<file path="config.mk">
export PLATFORM = sky130hd
export DESIGN_NAME = frame_capture_ctrl
export DESIGN_NICKNAME = d
export VERILOG_FILES = /design/src/rtl/frame_capture_ctrl.sv
export SDC_FILE = /design/constraint.sdc
export NUM_CORES = 1
export LEC_CHECK = 0
export ABC_AREA = 1
export CORE_UTILIZATION = 46
export CTS_CLUSTER_SIZE = 10
export DETAILED_ROUTE_END_ITERATION = 16
export DONT_BUFFER_PORTS = 1
export PLACE_DENSITY = 0.69
export SLEW_MARGIN = 15
export SYNTH_ARGS = -nofsm -noshare
export SYNTH_HDL_FRONTEND = slang
export SYNTH_SLANG_ARGS = --single-unit
export TNS_END_PERCENT = 100
</file>
<file path="constraint.sdc">
create_clock -name pclk -period 4.2 [get_ports pclk]
set_input_delay 0.63 -clock pclk [delete_from_list [all_inputs] [get_ports pclk]]
set_output_delay 0.63 -clock pclk [all_outputs]
set_load 0.02 [all_outputs]
</file>
<file path="src/rtl/frame_capture_ctrl.sv">
// frame_capture_ctrl
// Sequences camera capture into the 176x144 RGB332 frame buffer, owns the
// single frame-buffer write port (camera has fixed priority over the overlay
// writer) and produces a red/blue/none verdict for every stored frame.
// Optional build macro FRAME_CAPTURE_CTRL_DECIM_EN adds a decim_en input that
// stores only even-row/even-column pixels as a quarter-size image.
module frame_capture_ctrl #(
    parameter int H_PIXELS = 176,
    parameter int V_LINES  = 144,
    parameter int ADDR_W   = 15,
    parameter int CNT_W    = 15,
    parameter int MIN_PIX  = 100
) (
    input  logic              pclk,
    input  logic              reset,
    input  logic              cap_req,
    input  logic              cont_en,
`ifdef FRAME_CAPTURE_CTRL_DECIM_EN
    input  logic              decim_en,
`endif
    input  logic              vsync,
    input  logic              pix_wen,
    input  logic [ADDR_W-1:0] pix_x,
    input  logic [ADDR_W-1:0] pix_y,
    input  logic [7:0]        pix_data,
    input  logic              ovl_req,
    input  logic [ADDR_W-1:0] ovl_addr,
    input  logic [7:0]        ovl_data,
    output logic              ovl_gnt,
    output logic              fb_wen,
    output logic [ADDR_W-1:0] fb_addr,
    output logic [7:0]        fb_data,
    output logic              busy,
    output logic              frame_done,
    output logic [1:0]        color
);

    localparam logic [ADDR_W-1:0] H_LIM   = ADDR_W'(H_PIXELS);
    localparam logic [ADDR_W-1:0] V_LIM   = ADDR_W'(V_LINES);
    localparam logic [CNT_W-1:0]  MIN_CNT = CNT_W'(MIN_PIX);
    localparam logic [CNT_W-1:0]  CNT_MAX = '1;

    typedef enum logic [1:0] {
        IDLE    = 2'd0,
        CAPTURE = 2'd1,
        DONE    = 2'd2
    } state_t;

    state_t            state;
    state_t            state_nxt;
    logic              armed;
    logic              armed_nxt;
    logic              clr_cnt;

    logic              vs_d;
    logic              vs_rise;

    logic              in_range;
    logic              pix_keep;
    logic              cam_wr;
    logic [ADDR_W-1:0] cam_addr;

    logic [2:0]        pix_r;
    logic [2:0]        pix_g;
    logic [1:0]        pix_b;
    logic              is_red;
    logic              is_blue;

    logic [CNT_W-1:0]  red_cnt;
    logic [CNT_W-1:0]  blue_cnt;
    logic [CNT_W-1:0]  none_cnt;

    logic [1:0]        verdict;
    logic [1:0]        color_q;

    // vsync rising edge is found against the previous-cycle copy of vsync
    assign vs_rise = vsync & ~vs_d;

    assign in_range = (pix_x < H_LIM) && (pix_y < V_LIM);

`ifdef FRAME_CAPTURE_CTRL_DECIM_EN
    localparam logic [ADDR_W-1:0] H_HALF = ADDR_W'(H_PIXELS / 2);

    // decimated capture keeps even rows/columns packed into a half-width image
    always_comb begin
        pix_keep = 1'b1;
        cam_addr = pix_y * H_LIM + pix_x;
        if (decim_en) begin
            pix_keep = ~pix_x[0] & ~pix_y[0];
            cam_addr = (pix_y >> 1) * H_HALF + (pix_x >> 1);
        end
    end
`else
    assign pix_keep = 1'b1;
    assign cam_addr = pix_y * H_LIM + pix_x;
`endif

    // a camera write is issued only for in-range pixels while a frame is stored
    assign cam_wr = (state == CAPTURE) && pix_wen && in_range && pix_keep;

    // overlay only gets the port in cycles the camera leaves free; no grant is
    // given while reset is held because the write register would be cleared
    assign ovl_gnt = reset && ovl_req && !cam_wr;

    assign pix_r   = pix_data[7:5];
    assign pix_g   = pix_data[4:2];
    assign pix_b   = pix_data[1:0];
    assign is_red  = (pix_r > 3'd4) && (pix_g < 3'd4) && (pix_b < 2'd2);
    assign is_blue = (pix_r < 3'd4) && (pix_g < 3'd4) && (pix_b > 2'd2);

    // next-state, arming and counter-clear decisions for the capture sequencer
    always_comb begin
        state_nxt = state;
        armed_nxt = armed;
        clr_cnt   = 1'b0;
        case (state)
            IDLE: begin
                if (cap_req) begin
                    armed_nxt = 1'b1;
                end
                if ((armed || cap_req || cont_en) && vs_rise) begin
                    state_nxt = CAPTURE;
                    clr_cnt   = 1'b1;
                end
            end
            CAPTURE: begin
                if (vs_rise) begin
                    state_nxt = DONE;
                end
            end
            DONE: begin
                armed_nxt = 1'b0;
                if (cont_en) begin
                    state_nxt = CAPTURE;
                    clr_cnt   = 1'b1;
                end else begin
                    state_nxt = IDLE;
                end
            end
            default: begin
                state_nxt = IDLE;
                armed_nxt = 1'b0;
            end
        endcase
    end

    // state register, arm flag and the vsync history bit
    always_ff @(posedge pclk) begin
        if (!reset) begin
            state <= IDLE;
            armed <= 1'b0;
            vs_d  <= 1'b0;
        end else begin
            state <= state_nxt;
            armed <= armed_nxt;
            vs_d  <= vsync;
        end
    end

    // registered write port: camera wins, overlay takes any free cycle
    always_ff @(posedge pclk) begin
        if (!reset) begin
            fb_wen  <= 1'b0;
            fb_addr <= '0;
            fb_data <= '0;
        end else if (cam_wr) begin
            fb_wen  <= 1'b1;
            fb_addr <= cam_addr;
            fb_data <= pix_data;
        end else if (ovl_gnt) begin
            fb_wen  <= 1'b1;
            fb_addr <= ovl_addr;
            fb_data <= ovl_data;
        end else begin
            fb_wen  <= 1'b0;
        end
    end

    // saturating per-class counters of stored camera pixels, restarted per frame
    always_ff @(posedge pclk) begin
        if (!reset || clr_cnt) begin
            red_cnt  <= '0;
            blue_cnt <= '0;
            none_cnt <= '0;
        end else if (cam_wr) begin
            if (is_red) begin
                if (red_cnt != CNT_MAX) begin
                    red_cnt <= red_cnt + 1'b1;
                end
            end else if (is_blue) begin
                if (blue_cnt != CNT_MAX) begin
                    blue_cnt <= blue_cnt + 1'b1;
                end
            end else begin
                if (none_cnt != CNT_MAX) begin
                    none_cnt <= none_cnt + 1'b1;
                end
            end
        end
    end

    // a colour wins only if it beats both other classes and reaches MIN_PIX
    always_comb begin
        verdict = 2'd0;
        if ((red_cnt > blue_cnt) && (red_cnt > none_cnt) && (red_cnt >= MIN_CNT)) begin
            verdict = 2'd1;
        end else if ((blue_cnt > red_cnt) && (blue_cnt > none_cnt) && (blue_cnt >= MIN_CNT)) begin
            verdict = 2'd2;
        end
    end

    // the verdict is latched while DONE so it holds until the next stored frame
    always_ff @(posedge pclk) begin
        if (!reset) begin
            color_q <= 2'd0;
        end else if (state == DONE) begin
            color_q <= verdict;
        end
    end

    assign busy       = (state == CAPTURE);
    assign frame_done = (state == DONE);
    assign color      = (state == DONE) ? verdict : color_q;

endmodule
</file>
# --- Word-level counts from Yosys, hierarchy flattened ---
# Index checks and enable logic that the tools add are counted.
classes:
  multipliers: 1
  n_addsub: 4
  muxes: 18
  n_shift: 0
  n_reduce_logical: 26
  div: 0
  eq_ne: 8
  magnitude_cmp: 13
  bitwise: 5
ops:
  columns: ["operator", "count"]
  rows:
  - ["$gt 15x15->1", 4]
  - ["$add 15x1->15 const B", 3]
  - ["$ne 15x15->1 const B", 3]
  - ["$ge 15x7->1 const B", 2]
  - ["$lt 15x8->1 const B", 2]
  - ["$mux 15", 2]
  - ["$mux 8", 2]
  - ["$add 15x15->15", 1]
  - ["$mul 15x4->11 const B", 1]
  - ["$logic_and 1x1->1", 14]
  - ["$mux 2", 5]
  - ["$reduce_and 4->1", 2]
  - ["$lt 3x3->1 const B", 2]
  - ["$mux 1", 6]
  - ["$pmux 2 s3", 1]
  - ["$ne 2x2->1 const B", 2]
  - ["$not 1->1", 4]
  - ["$pmux 1 s2", 2]
  - ["$reduce_and 2->1", 2]
  - ["$gt 3x3->1 const B", 1]
  - ["$logic_or 1x1->1", 3]
  - ["$reduce_and 3->1", 1]
  - ["$eq 2x1->1 const B", 1]
  - ["$eq 2x2->1 const B", 1]
  - ["7 further kinds", 8]
totals:
  mem_bits_ro: 0
  out_inout_bits: 29
  ram_bits: 0
  latchBits: 0
  reg_bits: 75
  memories: 0

# --- Logic depth before layout (Yosys ltp) ---
logic_depth:
  ltp_word: 7
  mapped_depth: 20
  depth_no_buf: 20

# --- Worst setup path after synthesis ---
# OpenSTA, ideal clock, no wires.
synth_timing:
  kind: "input port to flip-flop"
  startpoint: "input pix_y[1]"
  endpoint: "register fb_addr[13]"
  path_stages: 19
  required_ns: 4.072
  setup_time_ns: 0.128
  path_slack_ns: 0.698
  arrival_time_ns: 3.375
  path_cell_list: "ha_1 > fa_1 > ha_1 > a21oi_1 > nand2_1 > a21oi_1 > nor2_1 > nor2_1 > xor2_1 > inv_1 > ha_1 > nand2_1 > inv_1 > a21boi_0 > nand3_1 > o21ai_0 > nor2_1 > nor2_1 > nor2_1"
synth_between:
  elab_chain_cells: 6
synth_lines:
  columns: ["element", "line", "rtl"]
  rows:
  - ["start, declared", "24", "input logic [ADDR_W-1:0] pix_y,"]
  - ["parallel branches: the longest is 6 deep, another holds $mul 15x4->11", null, null]
  - ["end signal, assigned", "168", "fb_addr <= cam_addr;"]
  - ["end signal, assigned", "172", "fb_addr <= ovl_addr;"]
  - ["end, declared", "31", "output logic [ADDR_W-1:0] fb_addr,"]
# Parallel ways; which one is timed is not known.
# A chain may end at the register's enable or synchronous reset.

# --- Worst setup path in the final report ---
# Same ends and word-level chain as after synthesis.

==> impl_metrics.ini <==
[floorplan]
core_area_um2 = 13900
die_area_um2 = 14800
start_util = 0.472
io_pins = 97
die_w_um = 122
num_rows = 43
dieHeight_um = 122

[yosys]
post_synth_xor_area_fraction = 0.0479
synth-simple-area-share = 0.331
postSynthAreaPerCell_um2 = 6.67
synth_ff_type = dfxtp_1
synth_adder_area_share = 0.175
yosysWarnings = 0
seq_area_frac_synth = 0.228
synth_cell_types = 45
syn_area_um2 = 6580
synth.ff_latch_count = 75
synth_edf_count = 0
synth_mux_area_frac = 0
synth-compound-area-share = 0.111
synth_top_family_by_area = simple AND/OR/NAND/NOR gates
syn_nets = 1141
netlist_instances = 986
synthArstFlopShare = 0

[worst_hold_path]
worst_hold_path_type = in2reg

[grt]
grt_pass1_wl_mm = 27.3
overflow = 0
grt_max_degree = 25
grt_antenna_before_repair = 0
grt_pass1_vias = 5888
track_usage = 0.233

[finish]
fin_util = 0.504
n_antenna_cell = 0
layout.nets = 1138
drive_gt1_frac = 0.0617
layoutNonFillerInstCount = 1168
syn2layout_area_growth_pct = 6.75
design_area_um2 = 7020
final_common_cell = nand2_1
layout_common_cells = nand2_1, inv_1, nor2_1

[sta]
worst_slew_pin_slew_ps = 1030
fin_skew_ps = 5.76
slew_headroom = 0.311
timing.fmax_mhz = 297
rsz0062_at_grt = false
slew_viol_final = 0
setup_violations = 0
setup_ws_ps = 831
fin_setup_tns_ps = 0
fin_crit_sh = 0.802
whs_ps = 380
hold_violations = 0
min_period_ps = 3370

[critical_path]
path_max_fanout = 4
cp-start-kind = input port
arrival_ps = 3590
crit_type = in2reg
cp.required_ps = 4420
worstSetupEndpointType = register

[cts]
cts_resized = 0
cts_tree = built
clock_tree.root_cell = clkbuf_16
htreeDepth = 3
cts_hold_buf = 0
cts.clk_slew.worst_paths_ps = 60
clock_path_buffers = 2
clock-sinks = 75
postCtsSetupRepairBufs = 0
clock_latency_ps = 350
cts_inserted_buffers = 9

[placed_design]
port_buffers = 0
post-place-ws_ps = 467
place.detailed.hpwl_mm = 13.4
place_area_um2 = 6730
place_inst = 1152
gp_congestion = 0.891

[flow_run]
drv_cap = 0

[routing]
routed_wl_mm = 16.3
drtAntennaViolNets = 0
vias = 6141
drc_errors = 0
drt-initial-drc-count = 341
wl_per_cell_um = 13.9
drtPass1Iterations = 5
routed_via_density = 5.26

[pwr]
fin_total_pwr_mw = 2.06
powerDensity_nw_per_um2 = 293
vdd_drop_max_uv = 179
p_leak_nw = 3.26

[outcome]
outcome = finished, final reports clean
==> worst max-delay path, stage by stage <==
cell      delay, ps
ha_1            290
fa_1            460
ha_1            360
a21oi_1         140
nand2_1         110
a21oi_1         140
nor2_1           50
nor2_1          100
xor2_1          150
inv_1            50
ha_1            320
nand2_1         100
inv_1            40
a21boi_0        180
nand3_1         120
o21ai_0         160
nor2_1           60
nor2_1           80
nor2_1           40
==> synthesized netlist by cell type (2+ instances only) <==
| cell | instances | area [um2] |
|---|---|---|
| and3_1 | 2 | 12.5 |
| a31oi_1 | 10 | 62.6 |
| nor2_2 | 6 | 37.5 |
| nand3_1 | 52 | 260 |
| clkbuf_1 | 3 | 11.3 |
| fa_1 | 8 | 160 |
| inv_2 | 3 | 11.3 |
| nand2_2 | 10 | 62.6 |
| dfxtp_1 | 75 | 1500 |
| o211ai_1 | 7 | 52.6 |
| nand3b_1 | 3 | 22.5 |
| nor2_1 | 89 | 334 |
| xnor2_1 | 9 | 78.8 |
| buf_2 | 11 | 55.1 |
| nand4_1 | 34 | 213 |
| nor4_1 | 4 | 25.0 |
| o21a_1 | 2 | 15.0 |
| nor2_4 | 4 | 45.0 |
| nand2_4 | 2 | 22.5 |
| ha_1 | 79 | 988 |
| a21o_1 | 3 | 22.5 |
| a21oi_2 | 10 | 87.6 |
| a21oi_1 | 63 | 315 |
| o21ai_0 | 29 | 145 |
| nand2_1 | 242 | 908 |
| xor2_1 | 27 | 236 |
| nor3_1 | 23 | 115 |
| nand3_2 | 2 | 20.0 |
| inv_1 | 158 | 593 |
==> cells by family (layout without fill, tap and decap cells) <==
kind of cell | after synthesis | after routing
xor+xnor | 36 | 36
compound gates | 128 | 128
flops | 75 | 75
fa+ha+maj | 87 | 87
buf+inv | 178 | 180
simple gates | 482 | 482
==> flip-flops by register name, indices dropped and copies added (netlist names) <==
name	cells
red_cnt	15
color_q	2
none_cnt	15
blue_cnt	15
fb_addr	15
vs_d	1
armed	1
fb_wen	1
fb_data	8
state	2
==> layer usage <==
| metal | vias to the layer above | share of wire | track usage |
|---|---|---|---|
| met3 | 28 | 0.041 | 0.0290 |
| met2 | 142 | 0.48 | 0.407 |
| met5 | - | 0 | 0 |
| met4 | 0 | 0.025 | 0.0949 |
| met1 | 2772 | 0.45 | 0.287 |
| li1 | 3199 | - | - |
==> worst paths after layout <==
check,end,cells past startpoint,start,slack [ps]
max reg2reg,red_cnt[12]$_SDFFE_PP0P_,9,state[1]$_SDFFE_PN0P_,1600
min reg2reg,state[1]$_SDFFE_PN0P_,1,vs_d$_SDFF_PN0_,430
max,fb_addr[13]$_SDFFE_PN0P_,19,pix_y[1],830
min,fb_data[5]$_SDFFE_PN0P_,2,reset,380
==> power by group <==
group          switching (mW)  leakage [nW]  internal, mW
combinational           0.342          2.51         0.199
clock                   0.352         0.146         0.418
sequential             0.0229         0.608         0.724
total                   0.716          3.26          1.34
==> area by class of cell <==
class | instances | area, um2
clock buffers | 9 | 225
well taps | 180 | 225
inverters | 161 | 604
fillers | 1433 | 6910
repair buffers | 3 | 22.5
flip-flops and latches | 75 | 1500
multi-input cells | 733 | 4370
clock inverters | 7 | 71.3
Power figures use the tool's default switching activity.
